==> src/rtl/uart_rx_frame_ctrl_if.sv <==
// uart_rx_frame_ctrl_if: serial input, frame configuration and frame result signals of the UART receiver
interface uart_rx_frame_ctrl_if #(
  parameter int MAX_WIDTH = 9,
  parameter int PRESC_W   = 6
);
  logic                 RX_IN;
  logic [PRESC_W-1:0]   Prescale;
  logic [4:0]           DATA_LEN;
  logic                 PAR_EN;
  logic                 PAR_TYP;
  logic                 STP2;
  logic [MAX_WIDTH-1:0] P_DATA;
  logic                 Data_Valid;
  logic                 par_err;
  logic                 stp_err;
  logic                 brk_det;
  logic                 busy;
  modport master (
    output RX_IN, Prescale, DATA_LEN, PAR_EN, PAR_TYP, STP2,
    input  P_DATA, Data_Valid, par_err, stp_err, brk_det, busy
  );
  modport slave (
    input  RX_IN, Prescale, DATA_LEN, PAR_EN, PAR_TYP, STP2,
    output P_DATA, Data_Valid, par_err, stp_err, brk_det, busy
  );
endinterface

==> src/rtl/uart_rx_frame_ctrl.sv <==
// uart_rx_frame_ctrl: UART receive frame controller with majority sampling, parity/stop checks and break detection
module uart_rx_frame_ctrl #(
  parameter int MAX_WIDTH = 9,
  parameter int PRESC_W   = 6
) (
  input logic                 CLK,
  input logic                 RST,
  uart_rx_frame_ctrl_if.slave bus
);
  typedef enum logic [2:0] {IDLE, START, DATA, PARITY, STOP1, STOP2, BRK_WAIT} state_t;
  state_t               state_q;
  logic [PRESC_W-1:0]   p_q, edge_q, half, p_sel;
  logic [4:0]           len_q, bit_q, len_sel;
  logic                 par_en_q, par_typ_q, stp2_q;
  logic [2:0]           smp_q;
  logic                 par_flag_q, stp_flag_q, par_bit_q, s1z_q;
  logic [MAX_WIDTH-1:0] p_data_q;
  logic                 dv_q, par_err_q, stp_err_q, brk_q;
  logic                 dec, last, bit_v, fin, stp_now, s1z, brk;
  always_comb begin
    half    = p_q >> 1;
    last    = edge_q == p_q - PRESC_W'(1);
    // at P=4 the nominal decision cycle lies beyond the bit, so decide together with the third sample
    dec     = edge_q == ((p_q == PRESC_W'(4)) ? PRESC_W'(3) : half + PRESC_W'(2));
    bit_v   = (smp_q[0] & smp_q[1]) | ((smp_q[0] | smp_q[1]) & ((edge_q == half + PRESC_W'(1)) ? bus.RX_IN : smp_q[2]));
    fin     = last && (state_q == STOP2 || (state_q == STOP1 && !stp2_q));
    stp_now = stp_flag_q | (dec & ~bit_v);
    s1z     = (state_q == STOP1 && dec) ? ~bit_v : s1z_q;
    brk     = ~|p_data_q & ~par_bit_q & s1z;
    p_sel   = (bus.Prescale inside {PRESC_W'(4), PRESC_W'(8), PRESC_W'(16), PRESC_W'(32)}) ? bus.Prescale : PRESC_W'(8);
    len_sel = (bus.DATA_LEN < 5'd5) ? 5'd5 : (bus.DATA_LEN > 5'(MAX_WIDTH)) ? 5'(MAX_WIDTH) : bus.DATA_LEN;
  end
  always_ff @(posedge CLK or negedge RST) begin
    if (!RST) begin
      state_q    <= IDLE;
      p_q        <= PRESC_W'(8);
      edge_q     <= '0;
      len_q      <= 5'd8;
      bit_q      <= '0;
      par_en_q   <= 1'b0;
      par_typ_q  <= 1'b0;
      stp2_q     <= 1'b0;
      smp_q      <= '0;
      par_flag_q <= 1'b0;
      stp_flag_q <= 1'b0;
      par_bit_q  <= 1'b0;
      s1z_q      <= 1'b0;
      p_data_q   <= '0;
      dv_q       <= 1'b0;
      par_err_q  <= 1'b0;
      stp_err_q  <= 1'b0;
      brk_q      <= 1'b0;
    end else begin
      dv_q   <= 1'b0;
      brk_q  <= 1'b0;
      edge_q <= last ? '0 : edge_q + PRESC_W'(1);
      if (edge_q == half - PRESC_W'(1)) smp_q[0] <= bus.RX_IN;
      if (edge_q == half) smp_q[1] <= bus.RX_IN;
      if (edge_q == half + PRESC_W'(1)) smp_q[2] <= bus.RX_IN;
      case (state_q)
        IDLE: begin
          edge_q <= '0;
          if (!bus.RX_IN) begin
            state_q    <= START;
            p_q        <= p_sel;
            len_q      <= len_sel;
            par_en_q   <= bus.PAR_EN;
            par_typ_q  <= bus.PAR_TYP;
            stp2_q     <= bus.STP2;
            bit_q      <= '0;
            p_data_q   <= '0;
            par_err_q  <= 1'b0;
            stp_err_q  <= 1'b0;
            par_flag_q <= 1'b0;
            stp_flag_q <= 1'b0;
            par_bit_q  <= 1'b0;
            s1z_q      <= 1'b0;
          end
        end
        START: if (dec && bit_v) state_q <= IDLE; else if (last) state_q <= DATA;
        DATA: begin
          if (dec) p_data_q <= p_data_q | (MAX_WIDTH'(bit_v) << bit_q);
          if (last) begin
            bit_q <= (bit_q == len_q - 5'd1) ? 5'd0 : bit_q + 5'd1;
            if (bit_q == len_q - 5'd1) state_q <= par_en_q ? PARITY : STOP1;
          end
        end
        PARITY: begin
          if (dec) begin
            par_bit_q  <= bit_v;
            par_flag_q <= bit_v ^ (^p_data_q) ^ par_typ_q;
          end
          if (last) state_q <= STOP1;
        end
        STOP1: begin
          if (dec) begin
            stp_flag_q <= stp_now;
            s1z_q      <= ~bit_v;
          end
          if (last && stp2_q) state_q <= STOP2;
        end
        STOP2: if (dec) stp_flag_q <= stp_now;
        BRK_WAIT: if (!bus.RX_IN) edge_q <= '0; else if (last) state_q <= IDLE;
        default: state_q <= IDLE;
      endcase
      if (fin) begin
        state_q   <= brk ? BRK_WAIT : IDLE;
        brk_q     <= brk;
        stp_err_q <= brk | stp_now;
        par_err_q <= ~brk & par_flag_q;
        dv_q      <= ~brk & ~stp_now & ~par_flag_q;
      end
    end
  end
  assign bus.P_DATA     = p_data_q;
  assign bus.Data_Valid = dv_q;
  assign bus.par_err    = par_err_q;
  assign bus.stp_err    = stp_err_q;
  assign bus.brk_det    = brk_q;
  assign bus.busy       = state_q != IDLE;
endmodule

==> src/flat_wrapper.sv <==
// flat-port wrapper written by rule: the top's interface ports become plain ports
module uart_rx_frame_ctrl_flat 
#(
  parameter int MAX_WIDTH = 9,
  parameter int PRESC_W   = 6
)
  (CLK, RST, bus_RX_IN, bus_Prescale, bus_DATA_LEN, bus_PAR_EN, bus_PAR_TYP, bus_STP2, bus_P_DATA, bus_Data_Valid, bus_par_err, bus_stp_err, bus_brk_det, bus_busy);
  uart_rx_frame_ctrl_if #(.MAX_WIDTH(MAX_WIDTH), .PRESC_W(PRESC_W)) bus_i ();
  input logic CLK;
  input logic RST;
  input wire logic [$bits(bus_i.RX_IN)-1:0] bus_RX_IN;
  input wire logic [$bits(bus_i.Prescale)-1:0] bus_Prescale;
  input wire logic [$bits(bus_i.DATA_LEN)-1:0] bus_DATA_LEN;
  input wire logic [$bits(bus_i.PAR_EN)-1:0] bus_PAR_EN;
  input wire logic [$bits(bus_i.PAR_TYP)-1:0] bus_PAR_TYP;
  input wire logic [$bits(bus_i.STP2)-1:0] bus_STP2;
  output wire logic [$bits(bus_i.P_DATA)-1:0] bus_P_DATA;
  output wire logic [$bits(bus_i.Data_Valid)-1:0] bus_Data_Valid;
  output wire logic [$bits(bus_i.par_err)-1:0] bus_par_err;
  output wire logic [$bits(bus_i.stp_err)-1:0] bus_stp_err;
  output wire logic [$bits(bus_i.brk_det)-1:0] bus_brk_det;
  output wire logic [$bits(bus_i.busy)-1:0] bus_busy;
  assign bus_i.RX_IN = bus_RX_IN;
  assign bus_i.Prescale = bus_Prescale;
  assign bus_i.DATA_LEN = bus_DATA_LEN;
  assign bus_i.PAR_EN = bus_PAR_EN;
  assign bus_i.PAR_TYP = bus_PAR_TYP;
  assign bus_i.STP2 = bus_STP2;
  assign bus_P_DATA = bus_i.P_DATA;
  assign bus_Data_Valid = bus_i.Data_Valid;
  assign bus_par_err = bus_i.par_err;
  assign bus_stp_err = bus_i.stp_err;
  assign bus_brk_det = bus_i.brk_det;
  assign bus_busy = bus_i.busy;
  uart_rx_frame_ctrl #(.MAX_WIDTH(MAX_WIDTH), .PRESC_W(PRESC_W)) u_core (.CLK(CLK), .RST(RST), .bus(bus_i));
endmodule
==> config.mk <==
export PLATFORM = sky130hd
export DESIGN_NAME = uart_rx_frame_ctrl_flat
export DESIGN_NICKNAME = d
export VERILOG_FILES = /design/src/rtl/uart_rx_frame_ctrl_if.sv /design/src/rtl/uart_rx_frame_ctrl.sv /design/src/flat_wrapper.sv
export SDC_FILE = /design/constraint.sdc
export NUM_CORES = 1
export LEC_CHECK = 0
export ABC_CLOCK_PERIOD_IN_PS = 7930
export CAP_MARGIN = 25
export CORE_ASPECT_RATIO = 0.7
export CORE_MARGIN = 1.5
export CORE_UTILIZATION = 35
export DETAILED_ROUTE_END_ITERATION = 10
export HOLD_SLACK_MARGIN = 0.05
export PLACE_DENSITY = 0.59
export SLEW_MARGIN = 25
export SYNTH_ARGS = -nofsm -noshare
export SYNTH_HDL_FRONTEND = slang
export SYNTH_SLANG_ARGS = --single-unit
==> constraint.sdc <==
create_clock -name CLK -period 7.93 [get_ports CLK]
set_input_delay 1.586 -clock CLK [delete_from_list [all_inputs] [get_ports CLK]]
set_output_delay 1.586 -clock CLK [all_outputs]
set_load 0.02 [all_outputs]
==> results of run 1 <==
-- Yosys cell counts (all sizes together), types with 3 or more instances --
master / count / area (um^2)
and3: 7 / 48.8
nor2: 28 / 105
xor2: 8 / 70.1
nand2: 26 / 97.6
o31ai: 3 / 36.3
or2: 3 / 18.8
dfrtp: 46 / 1150
nor3: 8 / 45.0
a22o: 5 / 43.8
inv: 31 / 116
a21oi: 19 / 98.9
nand2b: 3 / 18.8
o21ai: 18 / 90.1
nand4: 9 / 56.3
mux2: 3 / 33.8
buf: 10 / 76.3
clkbuf: 7 / 26.3
a31oi: 7 / 43.8
a211oi: 4 / 30.0
nor4: 6 / 43.8
a41oi: 3 / 26.3
xnor2: 28 / 253
nor3b: 5 / 47.5
a21o: 5 / 46.3
ha: 15 / 188
nand3: 14 / 70.1
-- logic make-up after synthesis --
| logic type | Yosys count |
|---|---|
| compound gates | 87 |
| xor+xnor | 37 |
| fa+ha+maj | 15 |
| buf+inv | 49 |
| flops | 48 |
| mux | 4 |
| simple gates | 123 |
-- stage by stage --
step / instance area (um^2) / total power (uW) / setup slack [ps] / utilization [%]
2_1_floorplan: 3320 / 900 / 4910 / -
3_3_place_gp: 3690 / 1040 / 4180 / 40.3
3_5_place_dp: 3690 / 1050 / 4110 / 40.3
4_1_cts: 3850 / 1300 / 4320 / 42.1
5_1_grt: 3850 / 1390 / 4200 / 42.1
6_report: 3850 / 1290 / 4290 / 42.1
-- layout make-up --
cell class / instances / area, um^2
clock buffers: 6 / 129
clock inverters: 2 / 35.0
fillers: 926 / 5290
inverters: 32 / 120
multi-input cells: 266 / 1900
flip-flops and latches: 48 / 1200
well taps: 124 / 155
repair buffers: 32 / 310
-- layer usage --
layer | share of wire [%] | track usage, % | routed length, um
met1 | 52 | 25.7 | 4200
met2 | 40 | 23.2 | 3250
met3 | 6.8 | 4.08 | 553
met4 | 1.3 | 4.55 | 104
met5 | 0 | 0 | 0
-- power breakdown --
| part | switching, uW | leakage (uW) | internal, uW |
|---|---|---|---|
| clock | 94.1 | 0.0000808 | 149 |
| sequential | 111 | 0.000633 | 309 |
| combinational | 361 | 0.000861 | 269 |
| total | 566 | 0.00158 | 727 |
-- flip-flops by register name, indices dropped and copies added (netlist names) --
register,flops
u_core.bus.P_DATA,9
u_core.bus.par_err,1
u_core.bus.stp_err,1
u_core.smp_q,3
u_core.p_q,6
u_core.bus.Data_Valid,1
u_core.s1z_q,1
u_core.stp2_q,1
u_core.par_en_q,1
u_core.stp_flag_q,1
u_core.state_q,3
u_core.edge_q,6
u_core.bit_q,5
u_core.par_flag_q,1
u_core.par_typ_q,1
u_core.len_q,5
u_core.par_bit_q,1
u_core.bus.brk_det,1
-- path summary, 6_finish.rpt --
check | startpoint | endpoint | cells past startpoint
max | u_core.state_q[1] | bus_busy | 3
min | u_core.par_flag_q | u_core.bus.Data_Valid | 1
max reg2reg | u_core.p_q[1] | u_core.bus.P_DATA[7] | 9
min reg2reg | u_core.par_flag_q | u_core.bus.Data_Valid | 1
max in group asynchronous | RST | u_core.bus.P_DATA[5] | 2
min in group asynchronous | RST | u_core.smp_q[1] | 2
-- worst max-delay path: cells and delay by family (launching register included) --
kind	cells	cell delay [ps]
flops	1	730
buf+inv	1	630
simple gates	2	390
==> summary.txt, run 1 <==
clk_skew: 5.78 ps
clk sinks: 48
via count: 2,817
Die H: 84.5 um
CP cell instances: nor2_1 > nand2_1 > clkdlybuf4s50_1
initial detailed-routing violation count: 203
Boundary Pins: 31
Crit-path slowest cell: dfrtp_1
gr ovfl total: 0
Die ar.: 10,100 um^2
layout cells sized above 1: 8.29%
sequential area share after synthesis: 36.2%
Core Area: 9140 um^2
Area Growth Syn to Fin: 15.9%
final setup fails: 0
Max Cap Viol: 0
multiplexer area fraction after synthesis: 1.32%
RSZ-0062 raised after global routing: no
max incr delay on CP: 730 ps
Synth Area in Simple Gates: 20.0%
Ys Warns: 0
hold_ws: 483 ps
fin crit share: 45.9%
I/O Buffers: 30
Power Density: 336 nW/um^2
Synth Area in Adders: 5.65%
Pleak: 0.00158 uW
GRT Total Usage: 16.8%
flop2flop setup slack: 4850 ps
detailed placement HPWL: 5940 um
Max-slew headroom: 49.9%
Netlist Area Pre-Place: 3320 um^2
Crit Path Class: flop to output port
number of setup buffers added after CTS: 0
post-route insts no fill: 510
crit path DAT: 2050 ps
Post-synth EDFFs: 0
antenna viol nets, final: 0
RD Place Congestion: 0.845
FP Rows: 29
routed length per instance: 15.9 um
Inserted Clock Buffers: 5
largest net degree at the start of global routing: 49
H-tree depth: 2
first-pass GRT wire length: 13,400 um
Synth Flop Type: dfrtp_1
xor/xnor share of the synthesized area: 10.4%
Syn Area/Cell: 9.15 um^2
vias in the first global route: 2,625
status: complete, no violations
Initial Utilization: 36.3%
Die W: 119 um
clk_lat worst skew: 290 ps
Synth async-reset ratio: 100%
Pre-Repair DR Iteration Count: 6
Crit. End Element: output port
Residual DRC: 0
Post-CTS Resized: 0
Pins Over Slew Limit: 0
Slew @ Worst Pin: 751 ps
Root Buffer: clkbuf_16
commonest non-fill, non-tap cells in the layout: dfrtp_1, inv_1, clkdlybuf4s50_1, nor2_1, xnor2_1
Critical Path Source Type: flop
WL final: 8100 um
CP Max Fanout: 17
Yosys reg bits: 48
initial antenna violation count: 0
combinational family with the most area after synthesis: simple AND/OR/NAND/NOR gates
CTS Buffer Depth: 2
final hold violation count: 0
TritonCTS clock tree: yes
CP Data Required Time: 6340 ps
maximum VDD drop: 0.104 mV
layout net count: 417
Gate Count Post-Synth: 363
Syn Nets: 395
Reg clk slew, reported paths: 70 ps
commonest non-fill, non-tap cell in the layout: dfrtp_1
Placed Cells: 502
library cells used by synthesis: 72
Compound-Gate Fraction of Synth Area: 19.7%
Hold-fix buffers, CTS: 0
Ant. Diodes: 0
Final min period: 3640 ps
final setup TNS: 0 ps
type of the worst min-delay path: flop to flop
DR vias/cell: 5.52
fmax: 275 MHz
No activity file was read; power rests on OpenSTA's default activity.
==> run 2, diff against run 1 <==
--- a/config.mk
+++ b/config.mk
@@ -5,7 +5,7 @@
 export SDC_FILE = /design/constraint.sdc
 export NUM_CORES = 1
 export LEC_CHECK = 0
-export ABC_CLOCK_PERIOD_IN_PS = 7930
+export ABC_CLOCK_PERIOD_IN_PS = 3400
 export CAP_MARGIN = 25
 export CORE_ASPECT_RATIO = 0.7
 export CORE_MARGIN = 1.5
==> constraint.sdc (replaced) <==
create_clock -name CLK -period 3.4 [get_ports CLK]
set_input_delay 0.68 -clock CLK [delete_from_list [all_inputs] [get_ports CLK]]
set_output_delay 0.68 -clock CLK [all_outputs]
set_load 0.02 [all_outputs]
==> run 2 against run 1 <==
  * Cell count grew 0.59%
  * Sequential power up 120%
  * Final area is 0.52% higher
  * Die area unchanged
  * Clock power is 130% higher
  * Largest power group unchanged
==> summary.txt, run 2 (synthesis results as in run 1) <==
Root Buffer: clkbuf_16
max incr delay on CP: 540 ps (-190 ps)
type of the worst min-delay path: input port to async pin
crit path DAT: 3360 ps (+1310 ps)
CTS Buffer Depth: 2 (unchanged)
Core Area: 9140 um^2 (unchanged)
FP Rows: 29 (unchanged)
initial antenna violation count: 0 (unchanged)
Reg2Reg Capture Point: u_core.state_q[1]
RD Place Congestion: 0.902 (+6.8%)
number of setup buffers added after CTS: 0 (unchanged)
R2R depth: 9 (unchanged)
Residual DRC: 0 (unchanged)
CP Max Fanout: 9 (-8)
initial detailed-routing violation count: 222 (+9.4%)
Pleak: 0.00159 uW (+0.98%)
CP cell instances: inv_1 > ha_1 > nor3b_1 > nand2_1 > xnor2_1 > or2_1 > a2111o_1 > a2111o_1 > a31oi_1
Max Cap Viol: 0 (unchanged)
Crit path top cell by count: a2111o_1
Die ar.: 10,100 um^2 (unchanged)
DP Area: 3710 um^2 (+0.54%)
CP Data Required Time: 3620 ps (-2720 ps)
Pins Over Slew Limit: 0 (unchanged)
TritonCTS clock tree: yes
maximum VDD drop: 0.303 mV (+190%)
Slew @ Worst Pin: 589 ps (-162 ps)
via count: 2,734 (-2.9%)
Critical R2R Launch: u_core.p_q[2]
final hold violation count: 0 (unchanged)
fin crit share: 92.5%
final core utilization: 42.4% (+0.22 points)
WP buf/inv: 1 (unchanged)
layout cells sized above 1: 8.74% (+0.45 points)
Die W: 119 um (unchanged)
layout net count: 420 (+0.72%)
Area Growth Syn to Fin: 16.5%
Max-slew headroom: 60.4% (+10 points)
final setup fails: 0 (unchanged)
Crit-path slowest cell: a2111o_1
routed length per instance: 15.5 um (-2.5%)
first-pass GRT wire length: 13,200 um (-1.8%)
DR vias/cell: 5.33 (-3.5%)
Sequential cell area: 1200 um^2 (unchanged)
post-route cell area: 3870 um^2 (+0.52%)
Crit Path Class: flop to flop
WL final: 7950 um (-1.9%)
largest net degree at the start of global routing: 26 (-47%)
max reg flops: 9 (unchanged)
Placed Cells: 505 (+0.60%)
clk sinks: 48 (unchanged)
commonest non-fill, non-tap cell in the layout: dfrtp_1
gr ovfl total: 0 (unchanged)
Reg clk slew, reported paths: 70 ps (about the same)
Boundary Pins: 31 (unchanged)
Crit. End Element: flop
Hold-fix buffers, CTS: 0 (unchanged)
status: complete, no violations
Setup crit start: u_core.p_q[2]
Initial Utilization: 36.3% (unchanged)
clk_lat worst skew: 300 ps (about the same)
crit-path leading delay family: compound AO/OA/AOI/OAI gates
RSZ-0062 raised after global routing: no
clk_skew: 7.77 ps (+1.98 ps)
antenna viol nets, final: 0 (unchanged)
vias in the first global route: 2,538 (-3.3%)
Fillers: 932 (+0.65%)
Die H: 84.5 um (unchanged)
Ant. Diodes: 0 (unchanged)
Critical Path Source Type: flop
CP Capture Point: u_core.state_q[1]
WP depth: 9 (+6)
Power Density: 780 nW/um^2 (+130%)
I/O Buffers: 30 (unchanged)
GRT Total Usage: 16.8% (+0.048 points)
H-tree depth: 2 (unchanged)
Post-CTS Resized: 0 (unchanged)
Final min period: 3140 ps
post-route insts no fill: 513 (+0.59%)
Pre-Repair DR Iteration Count: 4 (-2)
Inserted Clock Buffers: 5 (unchanged)
area of the multi-input gates: 1900 um^2 (-0.13%)
flop2flop setup slack: 260 ps (-4590 ps)
fmax: 318 MHz
total power: 3020 uW (+130%)
commonest non-fill, non-tap cells in the layout: dfrtp_1, inv_1, clkdlybuf4s50_1, nor2_1, xnor2_1
detailed placement HPWL: 6060 um (+2.1%)
final setup TNS: 0 ps (unchanged)
[run 2: cell count changes in the layout (fill, tap and decap cells not counted), sizes merged]
cell / before / now
buf: 3 / 6
[run 2: layout make-up]
cell class,count,area share [%]
multi-input combinational,266,49.0
sequential,48,31.1
timing repair buffer,35,8.59
tap,124,4.01
clock buffer,6,3.33
inverter,32,3.10
clock inverter,2,0.905
[run 2: metal layers]
metal	global-route usage, %	share of wire [%]	vias up
li1	-	-	1352
met1	26.9	54	1277
met2	21.7	38	94
met3	3.60	6.5	11
met4	5.74	1.5	0
met5	0	0	-
[run 2: worst min path at each step]
stage / startpoint / end
6_report: RST / u_core.bus.par_err
5_1_grt: RST / u_core.bus.P_DATA[6]
4_1_cts: RST / u_core.smp_q[1]
3_5_place_dp: u_core.par_flag_q / u_core.bus.Data_Valid
3_3_place_gp: u_core.par_flag_q / u_core.bus.Data_Valid
2_1_floorplan: RST / u_core.bit_q[0]
[run 2: through the flow]
step	hold WS [ps]	setup WS, ps
3_5_place_dp	482	288
4_1_cts	418	262
5_1_grt	434	43.8
6_report	390	256
3_3_place_gp	471	442
2_1_floorplan	384	658
[run 2: power by group]
group / total [uW] / switching [uW] / internal, uW / leakage [uW]
Clock: 562 / 216 / 346 / 0.0000808
Sequential: 937 / 214 / 722 / 0.000633
Combinational: 1520 / 878 / 645 / 0.000877
==> run 3, diff against run 2 <==
--- a/config.mk
+++ b/config.mk
@@ -13,7 +13,6 @@
 export DETAILED_ROUTE_END_ITERATION = 10
 export HOLD_SLACK_MARGIN = 0.05
 export PLACE_DENSITY = 0.59
-export SLEW_MARGIN = 25
 export SYNTH_ARGS = -nofsm -noshare
 export SYNTH_HDL_FRONTEND = slang
 export SYNTH_SLANG_ARGS = --single-unit
==> results of run 3 <==
No change in the layout: final DEF, timing and power equal those of run 2.
